File: src/rtl/instr_queue_if.sv
// Handshake bundle between the instruction queue, the fetch cache (fc),
// the reorder buffer (rob) and the dispatch stage (dc).
interface instr_queue_if;
    logic        is_exception_from_rob;
    logic [31:0] pc_from_rob;
    logic        is_ready_from_rob;
    logic        is_finish_from_fc;
    logic [31:0] instr_from_fc;
    logic        is_request_to_fc;
    logic [31:0] pc_to_fc;
    logic        is_empty_to_dc;
    logic [31:0] instr_to_dc;
    logic [31:0] pc_to_dc;

    // The queue itself.
    modport slave (
        input  is_exception_from_rob,
        input  pc_from_rob,
        input  is_ready_from_rob,
        input  is_finish_from_fc,
        input  instr_from_fc,
        output is_request_to_fc,
        output pc_to_fc,
        output is_empty_to_dc,
        output instr_to_dc,
        output pc_to_dc
    );

    // The surrounding pipeline driving the queue.
    modport master (
        output is_exception_from_rob,
        output pc_from_rob,
        output is_ready_from_rob,
        output is_finish_from_fc,
        output instr_from_fc,
        input  is_request_to_fc,
        input  pc_to_fc,
        input  is_empty_to_dc,
        input  instr_to_dc,
        input  pc_to_dc
    );
endinterface

File: src/rtl/instr_queue.sv
// Instruction queue: fetches sequential instructions one at a time from the
// fetch cache into a circular FIFO and dispatches them one per cycle to the
// decode stage. A ROB exception flushes the queue and redirects fetch.
// All outputs are registered.
module instr_queue #(
    parameter int unsigned BufferLength  = 16,
    parameter int unsigned PointerLength = 3,
    parameter logic [31:0] ResetPc       = 32'h0
) (
    input logic         clk,
    input logic         rst,
    instr_queue_if.slave bus
);

    localparam int unsigned PtrW = PointerLength + 1;
    localparam int unsigned CntW = PointerLength + 2;
    localparam logic [CntW-1:0] FullCount = CntW'(BufferLength);

    typedef enum logic [1:0] {StIdle, StWait, StDiscard} state_e;

    state_e          state_q, state_d;
    logic [PtrW-1:0] head_q, head_d;
    logic [PtrW-1:0] tail_q, tail_d;
    logic [CntW-1:0] count_q, count_d;
    logic [31:0]     fetch_pc_q, fetch_pc_d;
    logic            req_q, req_d;
    logic [31:0]     pc_fc_q, pc_fc_d;
    logic            empty_q, empty_d;
    logic [31:0]     instr_dc_q, instr_dc_d;
    logic [31:0]     pc_dc_q, pc_dc_d;

    logic [31:0] pc_mem_q    [BufferLength];
    logic [31:0] instr_mem_q [BufferLength];

    logic exc;
    logic do_write;
    logic do_disp;

    // Qualified write/dispatch strobes; an exception suppresses both.
    always_comb begin
        exc      = bus.is_exception_from_rob;
        do_write = (state_q == StWait) && bus.is_finish_from_fc && !exc;
        do_disp  = (count_q != '0) && bus.is_ready_from_rob && !exc;
    end

    // Fetch FSM, pointer/count bookkeeping and registered output values.
    always_comb begin
        state_d    = state_q;
        head_d     = head_q;
        tail_d     = tail_q;
        count_d    = count_q;
        fetch_pc_d = fetch_pc_q;
        req_d      = 1'b0;
        pc_fc_d    = pc_fc_q;
        empty_d    = 1'b1;
        instr_dc_d = instr_dc_q;
        pc_dc_d    = pc_dc_q;

        unique case (state_q)
            StIdle: begin
                // Only request when a slot is free, so a return never overflows.
                if (!exc && (count_q < FullCount)) begin
                    state_d = StWait;
                    req_d   = 1'b1;
                    pc_fc_d = fetch_pc_q;
                end
            end
            StWait: begin
                // A return coinciding with an exception is dropped here.
                if (bus.is_finish_from_fc) begin
                    state_d = StIdle;
                end else if (exc) begin
                    state_d = StDiscard;
                end
            end
            StDiscard: begin
                if (bus.is_finish_from_fc) begin
                    state_d = StIdle;
                end
            end
            default: state_d = StIdle;
        endcase

        if (do_write) begin
            tail_d     = tail_q + PtrW'(1);
            fetch_pc_d = fetch_pc_q + 32'd4;
        end

        if (do_disp) begin
            head_d     = head_q + PtrW'(1);
            empty_d    = 1'b0;
            instr_dc_d = instr_mem_q[head_q];
            pc_dc_d    = pc_mem_q[head_q];
        end

        case ({do_write, do_disp})
            2'b10:   count_d = count_q + CntW'(1);
            2'b01:   count_d = count_q - CntW'(1);
            default: count_d = count_q;
        endcase

        if (exc) begin
            head_d     = '0;
            tail_d     = '0;
            count_d    = '0;
            fetch_pc_d = bus.pc_from_rob;
        end
    end

    // State and output registers with asynchronous active-low reset.
    always_ff @(posedge clk or negedge rst) begin
        if (!rst) begin
            state_q    <= StIdle;
            head_q     <= '0;
            tail_q     <= '0;
            count_q    <= '0;
            fetch_pc_q <= ResetPc;
            req_q      <= 1'b0;
            pc_fc_q    <= '0;
            empty_q    <= 1'b1;
            instr_dc_q <= '0;
            pc_dc_q    <= '0;
        end else begin
            state_q    <= state_d;
            head_q     <= head_d;
            tail_q     <= tail_d;
            count_q    <= count_d;
            fetch_pc_q <= fetch_pc_d;
            req_q      <= req_d;
            pc_fc_q    <= pc_fc_d;
            empty_q    <= empty_d;
            instr_dc_q <= instr_dc_d;
            pc_dc_q    <= pc_dc_d;
        end
    end

    // Entry storage; contents are only meaningful between head and tail.
    always_ff @(posedge clk) begin
        if (do_write) begin
            pc_mem_q[tail_q]    <= fetch_pc_q;
            instr_mem_q[tail_q] <= bus.instr_from_fc;
        end
    end

    assign bus.is_request_to_fc = req_q;
    assign bus.pc_to_fc         = pc_fc_q;
    assign bus.is_empty_to_dc   = empty_q;
    assign bus.instr_to_dc      = instr_dc_q;
    assign bus.pc_to_dc         = pc_dc_q;

endmodule

File: src/flat_wrapper.sv
// flat-port wrapper written by rule: the top's interface ports become plain ports
module instr_queue_flat 
#(
    parameter int unsigned BufferLength  = 16,
    parameter int unsigned PointerLength = 3,
    parameter logic [31:0] ResetPc       = 32'h0
)
  (clk, rst, bus_is_exception_from_rob, bus_pc_from_rob, bus_is_ready_from_rob, bus_is_finish_from_fc, bus_instr_from_fc, bus_is_request_to_fc, bus_pc_to_fc, bus_is_empty_to_dc, bus_instr_to_dc, bus_pc_to_dc);
  instr_queue_if bus_i ();
  input logic clk;
  input logic rst;
  input wire logic [$bits(bus_i.is_exception_from_rob)-1:0] bus_is_exception_from_rob;
  input wire logic [$bits(bus_i.pc_from_rob)-1:0] bus_pc_from_rob;
  input wire logic [$bits(bus_i.is_ready_from_rob)-1:0] bus_is_ready_from_rob;
  input wire logic [$bits(bus_i.is_finish_from_fc)-1:0] bus_is_finish_from_fc;
  input wire logic [$bits(bus_i.instr_from_fc)-1:0] bus_instr_from_fc;
  output wire logic [$bits(bus_i.is_request_to_fc)-1:0] bus_is_request_to_fc;
  output wire logic [$bits(bus_i.pc_to_fc)-1:0] bus_pc_to_fc;
  output wire logic [$bits(bus_i.is_empty_to_dc)-1:0] bus_is_empty_to_dc;
  output wire logic [$bits(bus_i.instr_to_dc)-1:0] bus_instr_to_dc;
  output wire logic [$bits(bus_i.pc_to_dc)-1:0] bus_pc_to_dc;
  assign bus_i.is_exception_from_rob = bus_is_exception_from_rob;
  assign bus_i.pc_from_rob = bus_pc_from_rob;
  assign bus_i.is_ready_from_rob = bus_is_ready_from_rob;
  assign bus_i.is_finish_from_fc = bus_is_finish_from_fc;
  assign bus_i.instr_from_fc = bus_instr_from_fc;
  assign bus_is_request_to_fc = bus_i.is_request_to_fc;
  assign bus_pc_to_fc = bus_i.pc_to_fc;
  assign bus_is_empty_to_dc = bus_i.is_empty_to_dc;
  assign bus_instr_to_dc = bus_i.instr_to_dc;
  assign bus_pc_to_dc = bus_i.pc_to_dc;
  instr_queue #(.BufferLength(BufferLength), .PointerLength(PointerLength), .ResetPc(ResetPc)) u_core (.clk(clk), .rst(rst), .bus(bus_i));
endmodule
File: config.mk
export PLATFORM = sky130hd
export DESIGN_NAME = instr_queue_flat
export DESIGN_NICKNAME = d
export VERILOG_FILES = /design/src/rtl/instr_queue_if.sv /design/src/rtl/instr_queue.sv /design/src/flat_wrapper.sv
export SDC_FILE = /design/constraint.sdc
export NUM_CORES = 1
export LEC_CHECK = 0
export ABC_AREA = 1
export BUFFER_PORTS_ARGS = -buffer_cell sky130_fd_sc_hd__buf_2
export CORE_AREA = 2 2 438 440
export CTS_CLUSTER_SIZE = 25
export DETAILED_ROUTE_END_ITERATION = 6
export DIE_AREA = 0 0 440 442
export HOLD_SLACK_MARGIN = 0.06
export PLACE_DENSITY = 0.41
export SLEW_MARGIN = 20
export SYNTH_ARGS = -nofsm -noshare
export SYNTH_HDL_FRONTEND = slang
export SYNTH_SLANG_ARGS = --single-unit
File: constraint.sdc
create_clock -name clk -period 4 [get_ports clk]
set_input_delay 0.2 -clock clk [delete_from_list [all_inputs] [get_ports clk]]
set_output_delay 0.2 -clock clk [all_outputs]
set_load 0.05 [all_outputs]
==> metrics.md, run 1 <==
| Metric | Value |
|---|---|
| Outcome | `complete, no violations` |
| Root buf cell | `clkbuf_16` |
| Post-CTS sizing | `0` |
| Synth unique cells | `33` |
| Number of global-route vias before repair | `30500` |
| Hpwl dp | `73500 um` |
| I/O pins | `167` |
| # hold bufs at CTS | `77` |
| Fin crit period | `2.55 ns` |
| Worst slew margin | `36.1%` |
| Final setup skew | `0.0233 ns` |
| Vias per Instance | `between 4 and 5` |
| Synth top area cells | `edfxtp_1, nand2_1, dfrtp_1, nand3_1, a21oi_1` |
| FF-to-FF setup slack | `approximately 1.5 ns` |
| Router iterations before antenna repair | `5` |
| All-layer global routing usage | `15.0%` |
| Number of clock sinks | `between 1000 and 1500` |
| Routed Antenna Nets | `0` |
| Synth Area in Simple Gates | `21.2%` |
| Synth area leader | `edfxtp_1` |
| Mux share of post-synthesis cell area | `0%` |
| Max Buffers Root-to-Sink | `3` |
| Final net count | `4469` |
| Tot Pwr | `35.6 mW` |
| RSZ-0062 raised after global routing | `false` |
| Post-Synthesis Cells | `4164` |
| Post-Synth Adder-Cell Area | `less than 1%` |
| Setup TNS Final | `0 ns` |
| Hold Crit Class | `input pin to register` |
| # Post-CTS Setup Buffers | `0` |
| Power Dens Cells | `634 nW/um2` |
| Final Hold Viols | `0` |
| Synth Register Bits | `1169` |
| Fill cells | `19500` |
| Post-synthesis xor/xnor area fraction | `0.222%` |
| DRC | `0` |
| Syn Nets | `4243` |
| Worst-margin pin slew | `0.958 ns` |
| CP Max Fanout | `30` |
| Mapped Avg Cell Area | `11.4 um2` |
| Share of the synthesized area in the top cell type | `65.0%` |
| Startpoint class of the critical path | `input pin` |
| FF-to-FF path depth | `10` |
| Post-Syn Area | `47300 um2` |
| CP Data Required Time | `4.42 ns` |
| Commonest non-fill, non-tap cell in the layout | `nand2_1` |
| Worst VDD drop | `0.000590 V` |
| Crit end category | `register` |
| Worst R2R Start | `u_core.fetch_pc_q[2]` |
| DR iter-0 viols | `2621` |
| Wirelength per Cell | `21.1 um` |
| CTS clock-pin slew for the worst setup and hold paths | `0.06 ns` |
| Share of layout cells above drive strength 1 | `10.1%` |
| Clock Latency Late Sink | `around 0.76 ns` |
| Sequential cell area | `approximately 34000 um2` |
| Die Wd | `440 um` |
| Level count of the clock H-tree | `4` |
| Largest net degree at the start of global routing | `around 170` |
| Cell Chain, Critical Path | `dlygate4sd3_1 -> buf_2 -> inv_1 -> nand3_1 -> nor2_4 -> buf_12` |
| Multi-input logic area | `11500 um2` |
| Area Growth Syn to Fin | `18.7%` |
| Seq/Total Area, Yosys | `between 70 and 80%` |
| WL final | `148000 um` |
| Initial Util | `between 20 and 25%` |
| Core Area | `190000 um2` |
| Maximum clock frequency | `a little under 400 MHz` |
| Worst r2r dst | `u_core.fetch_pc_q[22]` |
| Final worst path period share | `~64%` |
| Placer Congestion | `around 0.74` |
| CP startpoint | `bus_is_exception_from_rob` |
| Ys Warns | `0` |
| Max incr delay on CP | `about 0.83 ns` |
| Max Slew Vio Count | `0` |
| CTS Buf Count | `133` |
| Port Buffers | `~170` |
| Most frequent cells in the layout | `nand2_1, edfxtp_1, nand3_1` |
| CTS tree | `done` |
| CP Data Arrival Time | `slightly below 3 ns` |
| Combinational family with the most area after synthesis | `simple AND/OR/NAND/NOR gates` |
| Compound-Gate Fraction of Synth Area | `2.33%` |
| Row count | `160` |
| Setup CP Type | `input pin to register` |
| Die ar. | `approximately 190000 um2` |
| CP endpoint | `u_core.instr_mem_q[0][5]` |
| Die Y | `442 um` |
| Diode count | `0` |
| Max_cap viols | `0` |
| Final-report setup violation count | `0` |
| Antenna violations before repair | `4` |
| Total global routing overflow | `0` |
| Slowest CP cell | `nor2_4` |
| First-pass GRT wire length | `215000 um` |
| Vias post-DR | `31100` |
| Pleak | `21.1 nW` |
==> worst min path at each step <==
stage                             from  depth (start not counted)                         to
floorplan                          rst                          0  u_core.bus.instr_to_dc[0]
global placement                   rst                          1    u_core.bus.pc_to_fc[16]
detailed placement                 rst                          1    u_core.bus.pc_to_fc[16]
CTS                 bus_pc_from_rob[7]                          4       u_core.fetch_pc_q[7]
global route        bus_pc_from_rob[5]                          4       u_core.fetch_pc_q[5]
finish              bus_pc_from_rob[7]                          4       u_core.fetch_pc_q[7]
==> synthesized netlist by cell type <==
cell type,instances
o21ai_0,60
nor2_2,1
nor2_4,1
nor3_1,1
or2_2,1
inv_2,3
o221ai_1,3
nand3_1,608
inv_1,67
a21oi_1,135
ha_1,9
o21ai_1,4
o31ai_1,1
xor2_1,11
and2_1,1
dfstp_2,1
buf_2,128
nand2_1,1769
edfxtp_1,1024
buf_1,6
clkbuf_1,31
o21bai_1,4
buf_6,3
nand3b_1,1
buf_4,59
nor2_1,77
dfrtp_1,144
o211ai_1,5
xnor2_1,1
nand3_2,2
fa_1,1
inv_4,1
a31oi_1,1
==> logic make-up (layout without fill, tap and decap cells) <==
family,Yosys count,count (layout)
buf+inv,298,637
simple gates,2462,2462
compound gates,213,213
xor+xnor,12,12
flops,1169,1169
fa+ha+maj,10,10
==> flip-flops by register name, indices dropped and copies added, names as in the netlist <==
signal	flops
u_core.pc_mem_q	512
u_core.instr_mem_q	512
u_core.count_q	5
u_core.state_q	2
u_core.head_q	4
u_core.bus.pc_to_dc	32
u_core.bus.is_request_to_fc	1
u_core.fetch_pc_q	32
u_core.bus.pc_to_fc	32
u_core.bus.is_empty_to_dc	1
u_core.bus.instr_to_dc	32
u_core.tail_q	4
==> layer usage <==
layer	track usage (%)	part of all wire, %	up-vias
met5	0	0	-
met4	3.65	1.9	0
met3	2.10	3.9	163
met2	23.6	46	685
met1	21.6	48	15500
li1	-	-	14700
==> metrics by stage <==
| stage | utilization (%) | hold slack, ns | setup slack (ns) | instances | cell area (um2) |
|---|---|---|---|---|---|
| CTS | 29.6 | 0.166 | 1.47 | 7014 | 56100 |
| global placement | 27.0 | 0.328 | 1.24 | 6689 | 51200 |
| global route | 29.6 | 0.218 | 1.31 | 7014 | 56100 |
| detailed placement | 27.0 | 0.319 | 1.21 | 6689 | 51200 |
| floorplan | - | -0.0956 | 0.0400 | 4164 | 47300 |
| finish | 29.6 | 0.214 | 1.45 | 7014 | 56100 |
==> critical path, delay by kind of cell <==
kind,cells,cell delay (ns)
buf+inv,4,1.45
simple gates,2,1.29
==> final cells by class <==
cell class / instances / share of cell area [%]
Sequential cell: 1169 / 61.3
Multi-Input combinational cell: 2697 / 20.5
Clock buffer: 209 / 6.71
Tap cell: 2511 / 5.60
Timing Repair Buffer: 318 / 4.59
Clock inverter: 39 / 0.758
Inverter: 71 / 0.539
==> power by group <==
group | switching [mW] | internal, mW
clock | 5.09 | 6.74
sequential | 0.857 | 14.2
combinational | 6.52 | 2.19
total | 12.5 | 23.1
No activity file was read; power rests on OpenSTA's default activity.
==> inputs of run 2 (changes only) <==
==> constraint.sdc (replaced) <==
create_clock -name clk -period 2.2 [get_ports clk]
set_input_delay 0.11 -clock clk [delete_from_list [all_inputs] [get_ports clk]]
set_output_delay 0.11 -clock clk [all_outputs]
set_load 0.05 [all_outputs]
==> metrics.md, run 2 (synthesized netlist as in run 1, its figures left out) <==
| Metric | Value |
|---|---|
| Outcome | `complete, no violations` |
| Worst-margin pin slew | `about 0.84 ns` |
| Final setup skew | `0.0287 ns` |
| Power Dens Cells | `between 1000 and 1500 nW/um2` |
| Core Area | `190000 um2` |
| Tot Pwr | `66.9 mW` |
| CTS clock-pin slew for the worst setup and hold paths | `0.06 ns` |
| All-layer global routing usage | `14.9%` |
| Hold Path Cell Cnt | `3` |
| Die Wd | `440 um` |
| Max Buffers Root-to-Sink | `3` |
| Port Buffers | `166` |
| WL final | `between 100000 and 150000 um` |
| Cell Chain, Critical Path | `inv_1 -> nand3_2 -> buf_4 -> nor2_4 -> buf_4 -> nand2_1 -> nand3_1 -> dlygate4sd3_1` |
| CTS tree | `done` |
| Worst slew margin | `44.0%` |
| Root buf cell | `clkbuf_16` |
| Initial Util | `24.9%` |
| Crit path max-delay family | `buffers and inverters` |
| CTS Buf Count | `141` |
| Die Y | `442 um` |
| Top Registers | `u_core.instr_mem_q: 512 flops, u_core.pc_mem_q: 512 flops` |
| First-pass GRT wire length | `215000 um` |
| Diode count | `0` |
| Vias post-DR | `31400` |
| CP Data Arrival Time | `2.73 ns` |
| Level count of the clock H-tree | `4` |
| Hold Crit Class | `input pin to register` |
| Most frequent cells in the layout | `nand2_1, edfxtp_1, nand3_1` |
| Routed Antenna Nets | `0` |
| Max incr delay on CP | `0.54 ns` |
| Antenna violations before repair | `4` |
| Router iterations before antenna repair | `5` |
| Largest net degree at the start of global routing | `101` |
| Fin crit period | `between 2 and 2.5 ns` |
| Hpwl dp | `79200 um` |
| Crit end category | `register` |
| Area Growth Syn to Fin | `22.5%` |
| FF-to-FF path depth | `8` |
| Worst VDD drop | `0.000919 V` |
| Setup TNS Final | `0 ns` |
| Final Hold Viols | `0` |
| Final setup margin | `around 0.19 ns` |
| Startpoint class of the critical path | `register` |
| Row count | `160` |
| Placer Congestion | `0.761` |
| Crit path buffers/inverters | `4` |
| Total global routing overflow | `0` |
| Cell depth of the worst setup path | `8` |
| Number of clock sinks | `about 1200` |
| Pleak | `22.0 nW` |
| Number of global-route vias before repair | `31100` |
| Most frequent CP cell | `buf_4` |
| Share of layout cells above drive strength 1 | `12.8%` |
| Post-Place Worst Slack | `around 0.26 ns` |
| Wirelength per Cell | `about 20 um` |
| Maximum clock frequency | `498 MHz` |
| CP Max Fanout | `18` |
| Final net count | `4583` |
| Clock Latency Late Sink | `0.78 ns` |
| Commonest non-fill, non-tap cell in the layout | `nand2_1` |
| DRC | `0` |
| Setup CP Type | `register to register` |
| CP Data Required Time | `2.92 ns` |
| Max_cap viols | `0` |
| Max Slew Vio Count | `0` |
| Slowest CP cell | `dlygate4sd3_1` |
| Die ar. | `194000 um2` |
| Final-report setup violation count | `0` |
| Vias per Instance | `between 4 and 5` |
| RSZ-0062 raised after global routing | `false` |
| Fill cells | `19200` |
| I/O pins | `about 170` |
| DR iter-0 viols | `approximately 2300` |
| Final worst path period share | `roughly nine tenths` |
## run 2: cell types whose count changed in the layout (fill, tap and decap cells not counted), sizes merged
cell / change
dlygate4sd3: +10
buf: +96
bufinv: +4
clkbuf: -26
inv: +5
clkinv: +29
## run 2: cell type report
type,instances,area (um2),area share [%]
inverter,71,305,0.527
sequential,1169,34400,59.4
timing repair buffer,424,3980,6.87
clock buffer,183,3870,6.68
tap,2511,3140,5.42
multi-input combinational,2697,11600,20.0
clock inverter,77,647,1.12
## run 2: what timing repair did
action / 4_1_cts / 5_1_grt
setup endpoints to repair: 0 / 1
endpoints found under the hold margin: 707 / 0
resized for setup: 0 / 3
hold buffers: 88 / 0
setup buffers: 0 / 0
## run 2: power breakdown
group	total [mW]	internal [mW]	switching [mW]
sequential	26.6	25.8	0.824
clock	22.8	13.3	9.52
combinational	17.4	4.81	12.6
total	66.9	43.9	22.9
## run 2: per-stage QoR
| stage | hold slack (ns) | std cells | area (um2) | utilization (%) |
|---|---|---|---|---|
| detailed placement | 0.177 | 6784 | 52500 | 27.7 |
| global route | 0.110 | 7132 | 57900 | 30.5 |
| finish | 0.133 | 7132 | 57900 | 30.5 |
| floorplan | -0.186 | 4164 | 47500 | - |
| CTS | 0.0605 | 7132 | 57900 | 30.5 |
| global placement | 0.182 | 6784 | 52500 | 27.7 |
## run 2: routing by layer
metal / part of all wire [%] / global-route usage, % / up-vias
li1: - / - / 15000
met1: 48 / 21.0 / 15600
met2: 46 / 23.8 / 675
met3: 3.9 / 2.41 / 188
met4: 2.1 / 3.85 / 0
met5: 0 / 0 / -
## run 2: path summary, 6_finish.rpt
kind	from	endpoint	slack (ns)
worst max-delay path	u_core.state_q[1]	u_core.fetch_pc_q[15]	0.19
worst min-delay path	bus_is_finish_from_fc	u_core.state_q[0]	0.13
worst max register to register	u_core.state_q[1]	u_core.fetch_pc_q[15]	0.19
worst min register to register	u_core.bus.instr_to_dc[6]	u_core.bus.instr_to_dc[6]	0.47
max in group asynchronous	rst	u_core.bus.instr_to_dc[6]	1.22
min in group asynchronous	rst	u_core.bus.pc_to_fc[23]	0.65
## run 2: worst reg2reg max path, delay by kind of cell, from the launching register on
family        cells  cell delay [ns]
buf+inv           4             1.13
flops             1             0.38
simple gates      4             0.45
==> inputs of run 3 (changes only) <==
--- a/config.mk
+++ b/config.mk
@@ -12,7 +12,7 @@
 export DETAILED_ROUTE_END_ITERATION = 6
 export DIE_AREA = 0 0 440 442
 export HOLD_SLACK_MARGIN = 0.06
-export PLACE_DENSITY = 0.41
+export PLACE_DENSITY = 0.4
 export SLEW_MARGIN = 20
 export SYNTH_ARGS = -nofsm -noshare
 export SYNTH_HDL_FRONTEND = slang
==> constraint.sdc (replaced) <==
create_clock -name clk -period 2.3 [get_ports clk]
set_input_delay 0.115 -clock clk [delete_from_list [all_inputs] [get_ports clk]]
set_output_delay 0.115 -clock clk [all_outputs]
set_load 0.05 [all_outputs]
==> metrics.md, run 3 (synthesized netlist as in run 1, its figures left out) <==
| Metric | Value |
|---|---|
| Outcome | `complete, no violations` |
| Die Y | `approximately 440 um` |
| Worst-margin pin slew | `between 0.8 and 0.9 ns` |
| Hold Path Cell Cnt | `4` |
| Top Registers | `u_core.instr_mem_q: 512 flops, u_core.pc_mem_q: 512 flops` |
| I/O pins | `approximately 170` |
| CP Data Required Time | `2.74 ns` |
| Hpwl dp | `85300 um` |
| Port Buffers | `approximately 170` |
| Max Buffers Root-to-Sink | `3` |
| Total global routing overflow | `0` |
| Final non-filler cell total | `roughly 7100` |
| Post-Place Worst Slack | `between 0.08 and 0.09 ns` |
| Clock Latency Late Sink | `~0.78 ns` |
| Post-route met1 wirelength | `69300 um` |
| Vias post-DR | `between 30000 and 40000` |
| Largest net degree at the start of global routing | `118` |
| Hold Crit Class | `input pin to register` |
| Final-report setup violation count | `0` |
| CTS clock-pin slew for the worst setup and hold paths | `0.05 ns` |
| Core Area | `~190000 um2` |
| Fill cells | `19300` |
| Router iterations before antenna repair | `7` |
| Worst VDD drop | `0.000698 V` |
| Power Dens Cells | `1100 nW/um2` |
| Placer Congestion | `around 0.75` |
| CTS tree | `done` |
| DR top layer | `met4` |
| Tot Pwr | `63.8 mW` |
| CP endpoint | `u_core.instr_mem_q[7][29]` |
| Wirelength per Cell | `20.7 um` |
| Routed Antenna Nets | `0` |
| Most frequent cells in the layout | `nand2_1, edfxtp_1, nand3_1` |
| Worst hold margin | `0.137 ns` |
| Final worst path period share | `96.6%` |
| Setup CP Type | `register to register` |
| CP Max Fanout | `28` |
| Max_cap viols | `0` |
| Worst R2R Start | `u_core.state_q[1]` |
| CP startpoint | `u_core.state_q[1]` |
| RSZ-0062 raised after global routing | `false` |
| Final setup margin | `0.0775 ns` |
| Row count | `160` |
| Max Slew Vio Count | `0` |
| Root buf cell | `clkbuf_16` |
| DR iter-0 viols | `between 2000 and 2500` |
| FF-to-FF setup slack | `0.08 ns` |
| Number of clock sinks | `1169` |
| Placed cell count | `between 6000 and 7000` |
| First-pass GRT wire length | `217000 um` |
| All-layer global routing usage | `15.1%` |
| Met3 WL post-DR | `5160 um` |
| Share of layout cells above drive strength 1 | `12.3%` |
| FF-to-FF path depth | `6` |
| WL final | `148000 um` |
| Die Wd | `440 um` |
| Antenna violations before repair | `1` |
| DRC | `0` |
| Level count of the clock H-tree | `4` |
| Final setup skew | `0.0289 ns` |
| Commonest non-fill, non-tap cell in the layout | `nand2_1` |
| Final net count | `~4600` |
| Initial Util | `24.9%` |
| Pleak | `22.0 nW` |
| Metal2 WL | `69100 um` |
| CP Data Arrival Time | `2.66 ns` |
| Worst slew margin | `43.3%` |
| Area Growth Syn to Fin | `22.7%` |
| Number of global-route vias before repair | `roughly 31000` |
| Fin crit period | `2.22 ns` |
| Vias per Instance | `4.36` |
| Final Hold Viols | `0` |
| Maximum clock frequency | `450 MHz` |
| Startpoint class of the critical path | `register` |
| Worst r2r dst | `u_core.instr_mem_q[7][29]` |
| CTS Buf Count | `140` |
| Crit end category | `register` |
| Die ar. | `194000 um2` |
## run 3: changes by cell type in the layout (fill, tap and decap cells not counted), sizes merged
cell,delta
clkinv,-20
inv,-4
bufinv,-3
buf,+13
diode,+2
clkinvlp,+1
clkbuf,+18
dlygate4sd3,-5
## run 3: layout make-up
class / instances / area [um2] / area share [%]
Tap cell: 2511 / 3140 / 5.41
Inverter: 71 / 303 / 0.522
Clock buffer: 201 / 3930 / 6.77
Timing Repair Buffer: 432 / 4290 / 7.39
Clock inverter: 51 / 443 / 0.763
Antenna cell: 2 / 5.00 / 0.00863
Sequential cell: 1169 / 34400 / 59.3
Multi-Input combinational cell: 2697 / 11500 / 19.9
## run 3: worst min-delay path by stage
stage                                   start                         to  slack, ns
after global routing       bus_pc_from_rob[2]       u_core.fetch_pc_q[2]       0.12
after global placement                    rst      u_core.fetch_pc_q[28]       0.12
after CTS                 bus_pc_from_rob[10]      u_core.fetch_pc_q[10]       0.06
after detailed placement                  rst      u_core.fetch_pc_q[24]       0.12
after floorplan                           rst  u_core.bus.instr_to_dc[0]      -0.18
final                      bus_pc_from_rob[2]       u_core.fetch_pc_q[2]       0.14
## run 3: per-layer routing
metal  vias up  global-route usage, %
met2       560                   24.2
met4         0                   4.57
li1      15000                      -
met5         -                      0
met1     15400                   20.7
met3       204                   2.44
## run 3: report_power, final
part           switching [mW]  internal, mW
logic                    12.4          4.63
registers               0.778          24.7
clock network            8.92          12.3
total                    22.1          41.7
## run 3: critical path, stage by stage, from the launching register on
cell     delay [ns]
dfrtp_1        0.37
inv_1          0.11
nand3_2        0.11
inv_1          0.26
nand2_1        0.36
nor2_4         0.33
buf_12         0.31
## run 3: repair_timing
item | in CTS | in global routing
endpoints found under the hold margin | 704 | 0
endpoints found under the setup margin | 0 | 13
setup buffers | 0 | 2
resized for setup | 0 | 0
hold buffers | 83 | 0
## run 3: metrics by stage
step / TNS (ns) / util [%] / instance area [um2]
finish: 0 / 30.6 / 58000
global route: 0 / 30.6 / 58000
CTS: 0 / 30.6 / 58000
detailed placement: 0 / 27.8 / 52800
global placement: 0 / 27.8 / 52800
floorplan: -607.45 / - / 47300
